`src/rtl/fft_pkg.sv`:
```
// Shared types and constants for the FFT core: frame sizing, loader states
// and the real/imaginary layout of a complex sample.
package fft_pkg;

  localparam int unsigned LOG2_N_DEF = 10;
  localparam int unsigned DATA_W_DEF = 64;

  localparam int unsigned RE_MSB = 63;
  localparam int unsigned RE_LSB = 32;
  localparam int unsigned IM_MSB = 31;
  localparam int unsigned IM_LSB = 0;

  typedef enum logic {
    ACCEPT,
    WRITE
  } loader_state_t;

  function automatic logic [RE_MSB-RE_LSB:0] sample_re(input logic [DATA_W_DEF-1:0] s);
    return s[RE_MSB:RE_LSB];
  endfunction

  function automatic logic [IM_MSB-IM_LSB:0] sample_im(input logic [DATA_W_DEF-1:0] s);
    return s[IM_MSB:IM_LSB];
  endfunction

endpackage

```
`src/rtl/fft_bit_reverse.sv`:
```
// Combinational bit-reversal of a LOG2_N-bit index; shared by the input
// loader and the output unloader.
module fft_bit_reverse #(
  parameter int unsigned LOG2_N = 10
) (
  input  logic [LOG2_N-1:0] idx_i,
  output logic [LOG2_N-1:0] rev_o
);

  always_comb begin
    rev_o = '0;
    for (int unsigned k = 0; k < LOG2_N; k++) begin
      rev_o[k] = idx_i[LOG2_N-1-k];
    end
  end

endmodule

```
`src/rtl/fft_input_loader.sv`:
```
// Streams complex samples into the FFT data RAM at bit-reversed addresses and
// pulses load_done once a full frame is resident.
module fft_input_loader
  import fft_pkg::*;
#(
  parameter int unsigned LOG2_N = LOG2_N_DEF,
  parameter int unsigned DATA_W = DATA_W_DEF
) (
  input  logic              MAX10_CLK1_50,
  input  logic              reset,
  input  logic              s_valid,
  input  logic [DATA_W-1:0] s_data,
  input  logic              s_last,
  output logic              s_ready,
  input  logic              fft_busy,
  output logic              ram_write_enable,
  output logic [LOG2_N-1:0] ram_address,
  output logic [DATA_W-1:0] ram_write_data,
  input  logic              ram_ready,
  output logic              load_done,
  output logic              frame_error,
  output logic [LOG2_N-1:0] sample_index
);

  localparam logic [LOG2_N-1:0] LAST_IDX = '1;

  loader_state_t     state_q, state_d;
  logic              last_q, last_d;
  logic [LOG2_N-1:0] addr_q, addr_d;
  logic [LOG2_N-1:0] idx_q, idx_d;
  logic [DATA_W-1:0] data_q, data_d;
  logic              load_done_q, load_done_d;
  logic              frame_error_q, frame_error_d;
  logic [LOG2_N-1:0] rev_idx;
  logic              accept;
  logic              at_end;

  fft_bit_reverse #(.LOG2_N(LOG2_N)) u_bit_reverse (
    .idx_i (idx_q),
    .rev_o (rev_idx)
  );

  // Held low during reset so nothing upstream sees a phantom handshake.
  assign s_ready = (state_q == ACCEPT) && !fft_busy && !reset;
  assign accept  = s_valid && s_ready;
  assign at_end  = (idx_q == LAST_IDX);

  always_comb begin
    state_d       = state_q;
    last_d        = last_q;
    addr_d        = addr_q;
    idx_d         = idx_q;
    data_d        = data_q;
    load_done_d   = 1'b0;
    frame_error_d = 1'b0;
    case (state_q)
      ACCEPT: begin
        if (accept) begin
          data_d  = s_data;
          last_d  = s_last;
          addr_d  = rev_idx;
          state_d = WRITE;
        end
      end
      WRITE: begin
        if (ram_ready) begin
          state_d       = ACCEPT;
          idx_d         = (at_end || last_q) ? '0 : idx_q + 1'b1;
          load_done_d   = at_end;
          frame_error_d = at_end ^ last_q;
        end
      end
      default: state_d = ACCEPT;
    endcase
  end

  always_ff @(posedge MAX10_CLK1_50) begin
    if (reset) begin
      state_q       <= ACCEPT;
      last_q        <= 1'b0;
      addr_q        <= '0;
      idx_q         <= '0;
      data_q        <= '0;
      load_done_q   <= 1'b0;
      frame_error_q <= 1'b0;
    end else begin
      state_q       <= state_d;
      last_q        <= last_d;
      addr_q        <= addr_d;
      idx_q         <= idx_d;
      data_q        <= data_d;
      load_done_q   <= load_done_d;
      frame_error_q <= frame_error_d;
    end
  end

  assign ram_write_enable = (state_q == WRITE);
  assign ram_address      = addr_q;
  assign ram_write_data   = data_q;
  assign load_done        = load_done_q;
  assign frame_error      = frame_error_q;
  assign sample_index     = idx_q;

endmodule

```
`config.mk`:
```
export PLATFORM = sky130hd
export DESIGN_NAME = fft_input_loader
export DESIGN_NICKNAME = d
export VERILOG_FILES = /design/src/rtl/fft_pkg.sv /design/src/rtl/fft_bit_reverse.sv /design/src/rtl/fft_input_loader.sv
export SDC_FILE = /design/constraint.sdc
export NUM_CORES = 1
export LEC_CHECK = 0
export ABC_AREA = 0
export CAP_MARGIN = 20
export CORE_ASPECT_RATIO = 2
export CORE_MARGIN = 4
export CORE_UTILIZATION = 33
export CTS_CLUSTER_DIAMETER = 200
export DETAILED_ROUTE_END_ITERATION = 10
export PLACE_DENSITY = 0.81
export SLEW_MARGIN = 20
export SYNTH_ARGS = -nofsm -noshare
export SYNTH_HDL_FRONTEND = slang
export SYNTH_SLANG_ARGS = --single-unit
```
`constraint.sdc`:
```
create_clock -name MAX10_CLK1_50 -period 1.6 [get_ports MAX10_CLK1_50]
set_input_delay 0.48 -clock MAX10_CLK1_50 [delete_from_list [all_inputs] [get_ports MAX10_CLK1_50]]
set_output_delay 0.48 -clock MAX10_CLK1_50 [all_outputs]
set_load 0.01 [all_outputs]
```
==> reports/summary.md, run 1 <==
From left edge to right edge, the die measures 77.9 um. The final routed wire length divided by cell count is 15.5 um, and the routed length on met1 is 3890 um. The sequential area share after synthesis was 0.547; the placed instance count was 683.

Among all cell types in the netlist, the one instantiated most often is sky130_fd_sc_hd__nand2_1. Setup violations remaining at the end of the flow were counted as 9. The arrival time of the worst setup path is 1930 ps.

The top-area cell type share of the netlist area was 0.547; the max-cap violation count was 0. The run finished, with violations left. The kind of start point of the critical path is a flop. Final hold analysis gives a worst-case slack of 448 ps. The number of antenna violations at the first check in global routing is 0, and the area of the mapped netlist is 3220 sq um.

The total power divided by cell area is 925 nW/um^2, and the number of instances in the synthesized netlist is 400. Counting distinct cell types in the post-synthesis netlist gives 24. The number of cells in the finished layout apart from fillers is 705, and the routability congestion estimate is 0.828. A synthesized cell averages 8.05 sq um. Clock tree synthesis found a total of 88 sinks. The count of nets left with antenna violations once routing finished came out at 0. In this run, CTS created clock tree buffers numbering 9. The post-synthesis compound-gate area fraction was 0.139. For the estimated wirelength of the detail-placed design, the log shows 7760 um. The share of the synthesized netlist area taken by xor and xnor gates came out at 0.00272. The switching power share of the total is 0.218.

The max-slew violation count is 0. Pin placement for this block handled 158 I/O pins. Leading register cell type out of synthesis: sky130_fd_sc_hd__dfxtp_1. The clock reaches the later pin of the worst-skew pair after 330 ps. Setup slack on the worst reg-to-reg path comes out at -130 ps.

The signed area change from the synthesized netlist to the final layout works out to 69.5%. The worst min-delay path category is reg -> reg. The clock network fraction of design power came out at 0.449. The share of synthesized flip-flops with an asynchronous set or reset was 0.

The worst-path maximum fanout was 5. Share of total power in sequential cells: 0.450. In this run, the number of DRC markers left after iteration 0 of detailed routing was 119.

The biggest area contributor in the post-synthesis netlist is sky130_fd_sc_hd__dfxtp_1. The internal power of the cells totals 3.95 mW. The commonest cells after synthesis are sky130_fd_sc_hd__nand2_1, sky130_fd_sc_hd__dfxtp_1, sky130_fd_sc_hd__a21oi_1. After detailed routing, the total wire length is 10900 um. The longest clock path from root to sink contains 2 buffers. The first TritonRoute pass finished after 4 iterations.

The final reports fail on negative setup slack. The final worst-path cycle share was 1.08; the final core utilization was 0.578. For the global-route wire length before repair, the log shows 16600 um.

Summed over all failing endpoints, the final setup total negative slack is -750 ps. In this run the clock root is driven by a sky130_fd_sc_hd__clkbuf_16. The mux contribution to synthesized area works out to 0.00622. The area of the die came out at 11500 sq um.

The count of endpoints failing hold in the final timing report came out at 0. The startpoint identified for the worst hold timing path is ram_write_data[48]. The via count of the first global-routing pass came out at 3385.

The H-tree was split into 3 levels. Based on the critical path, the design can be clocked at up to 579 MHz. By area, the combinational part of the netlist is dominated by simple AND/OR/NAND/NOR gates. In this run the critical register-to-register path is captured at sample_index[7].

The initial core utilization came out at 0.341. For this run, design rule violations remaining after detail routing come to 0. At the end of the flow, the number of nets in the layout was 643. The worst register-to-register path begins at sample_index[0]. For this design the static power due to leakage is 2.33 nW. Detailed routing placed a total of 560 um of wire on met3.

Subtracting the final worst setup slack from the clock period gives 1730 ps. Synthesis produced a netlist with a net count of 473. After clock tree synthesis, the clock-pin slew on the worst setup and hold paths is 60 ps. The share of synthesized cell area in and, or, nand and nor gates was 0.239. After floorplanning, the core was sized to cover 9450 sq um. The ratio of cells with drive above 1 in the final layout was 0.125; the number of flops mapped to enable cells by yosys was 0. Routed signal wires occupy layers up through met4. The number of cells on the worst reg-to-reg path was 7. Prior to clock tree synthesis, the placed netlist has a worst setup slack of -629 ps. Entering global routing, the biggest net connects 68 pins.

In this run the vertical extent of the chip is 148 um. The initialized floorplan defines 50 standard-cell rows. The tools report the post-route clock skew as 8.53 ps.

The run gives -127 ps as the final critical-path setup slack. The element type at the critical path end was a flop. For the pin with the worst max-slew slack, the measured transition is 683 ps. In the post-synthesis netlist, the biggest area contributors are sky130_fd_sc_hd__dfxtp_1, sky130_fd_sc_hd__nand2_1, sky130_fd_sc_hd__a21oi_1, sky130_fd_sc_hd__buf_6, sky130_fd_sc_hd__clkbuf_1. The synthesized design contains 88 register bits. The run gives 3406 as the overall via count from detail_route. The worst-case headroom to the max-slew limit was 0.545; the worst ir drop on vdd was 626 uV. Input and output buffers added on the ports amount to 157. The analysis attributes to net switching a power of 1.10 mW. Capture endpoint of the worst hold path: ram_write_data[48].

The adder and majority cell fraction of the synthesized area was 0.0117. The worst setup path is of the reg -> reg kind. The tools report the number of hold buffers added after cts as 0. The via-per-instance ratio came out at 4.83. The combinational power share came out at 0.102. The number of cells on the worst hold path is 2.

The total overflow left after global routing is 0. Data on the critical path is required at its endpoint by 1800 ps. In the detailed route, the total length drawn on met2 is 5980 um. TritonCTS built the clock tree.

The global-route usage over all layers is 0.182. Yosys printed 0 warnings. The repair_antennas step left the layout with diodes totalling 0. Setup repair after global routing could not meet its margin everywhere.
[repair_timing]
item	4_1_cts	5_1_grt
endpoints found under the hold margin	0	0
pin swaps	7	3
gates cloned	3	1
setup endpoints to repair	171	57
buffers inserted	2	0
resized for setup	109	12
[area by class of cell]
type | instances | area, sq um
clock buffer | 10 | 239
clock inverter | 6 | 90.1
fill | 836 | 3990
inverter | 5 | 18.8
multi-input combinational | 279 | 1370
sequential | 88 | 1780
tap | 130 | 163
timing repair buffer | 187 | 1800
[kinds of logic after synthesis]
kind of cell / Yosys count
buf+inv: 33
simple gates: 185
mux: 2
flops: 88
xor+xnor: 1
fa+ha+maj: 3
compound gates: 88
[routing by layer]
layer | up-vias | global-route usage
li1 | 1652 | -
met1 | 1577 | 0.179
met2 | 143 | 0.339
met3 | 34 | 0.0390
met4 | 0 | 0.106
met5 | - | 0
[state kept, by name, indices dropped and copies added (netlist names)]
register and count:
last_q 1, ram_address 10, sample_index 10, frame_error 1, load_done 1, ram_write_enable 1
ram_write_data 64
[worst max-delay path: stages, from the launching register on]
cell and delay [ps]:
sky130_fd_sc_hd__dfxtp_4 350, sky130_fd_sc_hd__ha_4 130, sky130_fd_sc_hd__nand3_2 80, sky130_fd_sc_hd__or3_4 390
sky130_fd_sc_hd__ha_4 170, sky130_fd_sc_hd__nand3b_1 220, sky130_fd_sc_hd__nand2_2 190, sky130_fd_sc_hd__a21oi_2 60
[worst max path at each step]
stage                         start              end  depth (start not counted)
floorplan           sample_index[1]  sample_index[9]                          7
global placement            s_valid   ram_address[5]                          5
detailed placement          s_valid   ram_address[4]                          5
CTS                 sample_index[1]  sample_index[3]                          7
global route        sample_index[1]  sample_index[3]                          7
finish              sample_index[0]  sample_index[7]                          7
[power by group through the flow]
stage | Clock, mW | Sequential, mW | Combinational (mW)
floorplan | 0 | 2.34 | 0.158
global placement | 0 | 2.32 | 0.504
detailed placement | 0 | 2.32 | 0.514
CTS | 2.32 | 2.27 | 0.504
global route | 2.42 | 2.28 | 0.552
finish | 2.26 | 2.27 | 0.513
[placed cells by master, fill, tap and decap left out, types with 2 or more instances in the layout]
cell / n
sky130_fd_sc_hd__nand4_1: 3
sky130_fd_sc_hd__nand2_1: 156
sky130_fd_sc_hd__bufinv_16: 2
sky130_fd_sc_hd__buf_4: 22
sky130_fd_sc_hd__a21oi_2: 5
sky130_fd_sc_hd__buf_2: 2
sky130_fd_sc_hd__ha_4: 2
sky130_fd_sc_hd__dfxtp_4: 3
sky130_fd_sc_hd__nand3b_1: 3
sky130_fd_sc_hd__bufbuf_16: 2
sky130_fd_sc_hd__nor3_1: 2
sky130_fd_sc_hd__inv_1: 5
sky130_fd_sc_hd__or4_1: 2
sky130_fd_sc_hd__buf_12: 2
sky130_fd_sc_hd__mux2i_1: 2
sky130_fd_sc_hd__nand3_1: 5
sky130_fd_sc_hd__dfxtp_1: 81
sky130_fd_sc_hd__clkdlybuf4s15_1: 6
sky130_fd_sc_hd__dlygate4sd2_1: 82
sky130_fd_sc_hd__o21ai_0: 4
sky130_fd_sc_hd__dfxtp_2: 4
sky130_fd_sc_hd__clkbuf_16: 10
sky130_fd_sc_hd__clkdlybuf4s50_1: 66
sky130_fd_sc_hd__or3_1: 4
sky130_fd_sc_hd__o31ai_1: 2
sky130_fd_sc_hd__a21oi_1: 76
[through the flow]
stage | cell area, sq um | total power, mW
6_report | 5460 | 5.05
5_1_grt | 5460 | 5.25
4_1_cts | 5410 | 5.10
3_5_place_dp | 5060 | 2.83
3_3_place_gp | 5060 | 2.82
2_1_floorplan | 3280 | 2.50
No activity file was read; power rests on OpenSTA's default activity.
==> run 2: changes to the inputs <==
- PLACE_DENSITY: 0.81 -> 0.71
==> run 2 against run 1 <==
  * Critical path type unchanged
  * Global-route usage increased by 0.82 points
  * First-iteration DRC count is 51% higher
  * Combinational power grew 4.9%
  * Wire length grew 1.1%
  * Count of clock-buffer cells in the layout is the same
  * Sequential power barely moved
  * Clock power is 8% lower
  * The run still ends with negative setup slack left
==> reports/summary.md, run 2 (synthesis gave the netlist of run 1 again) <==
The required time at the endpoint of the critical path is 1810 ps (about the same), and the count of endpoints failing hold in the final timing report is 0 (unchanged). The worst ir drop on vdd was 678 uV (+8.3%). TritonCTS built the clock tree. Via-per-instance ratio: 4.73 (-2.1%). The max-slew violation count came out at 0 (unchanged). The post-route cell area was 5510 sq um (+0.92%). The initial DRC count is 180 (+51%), and the placeable core region is 9450 sq um (unchanged). The tools report the leakage component of the power as 2.37 nW (+1.6%).

The die width is 77.9 um (unchanged). The run gives 2 (unchanged) as the maximum root-to-sink buffer count. The run gives 0.577 (+0.0326) as the worst-case headroom to the max-slew limit.

The number of antenna violations at the first check in global routing is 0 (unchanged), and the placed standard-cell area is 5100 sq um (+0.89%). The highest cell delay on the worst timing path was 380 ps (about the same); the highest clock rate was 602 MHz (+4.0%). Flip-flop count of the largest register, all copies and words added: 64 (unchanged).

The worst-path maximum fanout was 5 (unchanged). Setup repair after global routing could not meet its margin everywhere. The placed instance count came out at 689 (+0.88%). For the routability congestion estimate, the log shows 0.797 (-3.7%). For the number of buffers inserted during clock tree synthesis, the log shows 9 (unchanged). The run finished, with violations left. The clock latency of the later-clocked register in the worst-skew pair is 330 ps (about the same). The die outline height is 148 um (unchanged). The kind of start point of the critical path was a flop. For the number of cells in the finished layout apart from fillers, the log shows 716 (+1.6%). The tools report the final core utilization as 0.583 (+0.00530). The run gives 0.190 (+0.00818) as the global-route usage over all layers. The run gives 3343 (-1.2%) as the via count of the first global-routing pass. The root buffer cell chosen for the clock tree is sky130_fd_sc_hd__clkbuf_16. The estimated wirelength of the detail-placed design is 7540 um (-2.9%), and the total power after layout is 4.88 mW (-3.4%). Final worst-path cycle share: 1.04 (-0.0417). The checks that failed: negative setup slack. The post-CTS clock slew at the launch and capture registers of the worst setup and hold paths is 60 ps (about the same). For the depth of the CTS H-tree, the log shows 3 (unchanged).

The worst setup path is captured at a flop. The number of placement rows is 50 (unchanged). The logs give 447 ps (-0.342 ps) for the worst hold slack across all endpoints and 4 (unchanged) for the number of iterations in the first detailed-routing pass. The library cell used most frequently in the layout, excluding fill and tap cells, is sky130_fd_sc_hd__nand2_1. The top cell types in the final layout, fill and taps aside, are sky130_fd_sc_hd__nand2_1, sky130_fd_sc_hd__dfxtp_1, sky130_fd_sc_hd__dlygate4sd2_1.

The critical path goes through ha_4, nand3_2, or3_4, ha_4, nand3b_1, nand2_2, a21oi_1. The ratio of cells with drive above 1 in the final layout came out at 0.140 (+0.0147). The clock period minus worst slack was 1660 ps (-66.7 ps).

The overall via count from detail_route is 3387 (-0.56%). The min-delay analysis places its worst path in the category reg -> reg. The arrival time of the worst setup path is 1870 ps (-60 ps), and the total number of nets in the final design is 654 (+1.7%). The pre-CTS setup slack came out at -596 ps (+32.5 ps). The final-report setup violation count is 8 (-1). The run gives 0 (unchanged) as the detailed-route DRC error count.

The total power divided by cell area was 885 nW/um^2 (-4.3%). The run gives 16800 um (+1.3%) as the global-route wire length before repair. The max-cap violation count was 0 (unchanged). The final routed wire length divided by cell count came out at 15.4 um (-0.45%). The remaining number of nets flagged by the antenna check after routing came out at 0 (unchanged). The area of the die is 11500 sq um (unchanged), and the count of buffers inserted at the top-level ports is 157 (unchanged). The tools report the setup total negative slack as -368 ps (+382 ps). The count of pins on the block boundary is 158 (unchanged). The wire length after detailed routing is 11000 um (+1.1%). The run gives -60.5 ps (+66.7 ps) as the final critical-path setup slack. The signed area change from the synthesized netlist to the final layout is 71.0%, and the remaining global-route overflow is 0 (unchanged).

The setup path with the least slack is of type reg -> reg. Number of antenna repair diodes: 0 (unchanged). The most repeated library cell on the critical path was sky130_fd_sc_hd__ha_4. The number of sinks on the clock net was 88 (unchanged); the initial core utilization was 0.341 (unchanged).

Maximum number of pins on one net before global-route repair: 62 (-8.8%). The post-route clock skew was 8.10 ps (-0.431 ps). The slowest stage of the critical path is the sky130_fd_sc_hd__or3_4 cell. Slew of the pin with the lowest slew margin: 634 ps (-48.9 ps).
run 2: layer usage:
metal	routed length, um	up-vias	share of wire	global-route usage
met4	467	0	0.042	0.112
li1	-	1680	-	-
met3	484	30	0.044	0.0329
met1	3740	1566	0.34	0.175
met2	6330	111	0.57	0.372
met5	0	-	0	0
run 2: path summary, 6_finish.rpt:
path	from	end	slack (ps)	depth (start not counted)
max reg2reg	sample_index[1]	sample_index[7]	-60	7
min reg2reg	ram_write_data[26]	ram_write_data[26]	450	2
max	sample_index[1]	sample_index[7]	-60	7
min	ram_write_data[26]	ram_write_data[26]	450	2
run 2: layout make-up:
class | instances | area, sq um
fillers | 883 | 3940
repair buffers | 198 | 1900
flip-flops and latches | 88 | 1780
multi-input cells | 279 | 1350
clock buffers | 10 | 229
well taps | 130 | 163
clock inverters | 6 | 68.8
inverters | 5 | 18.8
run 2: worst max-delay path: cells and delay by family (launching register included):
| family | cells | cell delay [ps] |
|---|---|---|
| simple gates | 4 | 830 |
| fa+ha+maj | 2 | 310 |
| compound gates | 1 | 50 |
| flops | 1 | 360 |
run 2: what timing repair did:
action / CTS / global route
cloned: 5 / 0
gates resized for setup: 107 / 14
pin swaps: 7 / 3
hold buffers: 0 / 0
setup buffers: 5 / 1
endpoints found under the setup margin: 174 / 50
run 2: power by group:
part           leakage (nW)  switching (mW)  internal, mW  total, mW
registers             0.718          0.0268          2.24       2.27
clock network         0.143           0.853          1.22       2.07
logic                  1.50           0.234         0.304      0.538
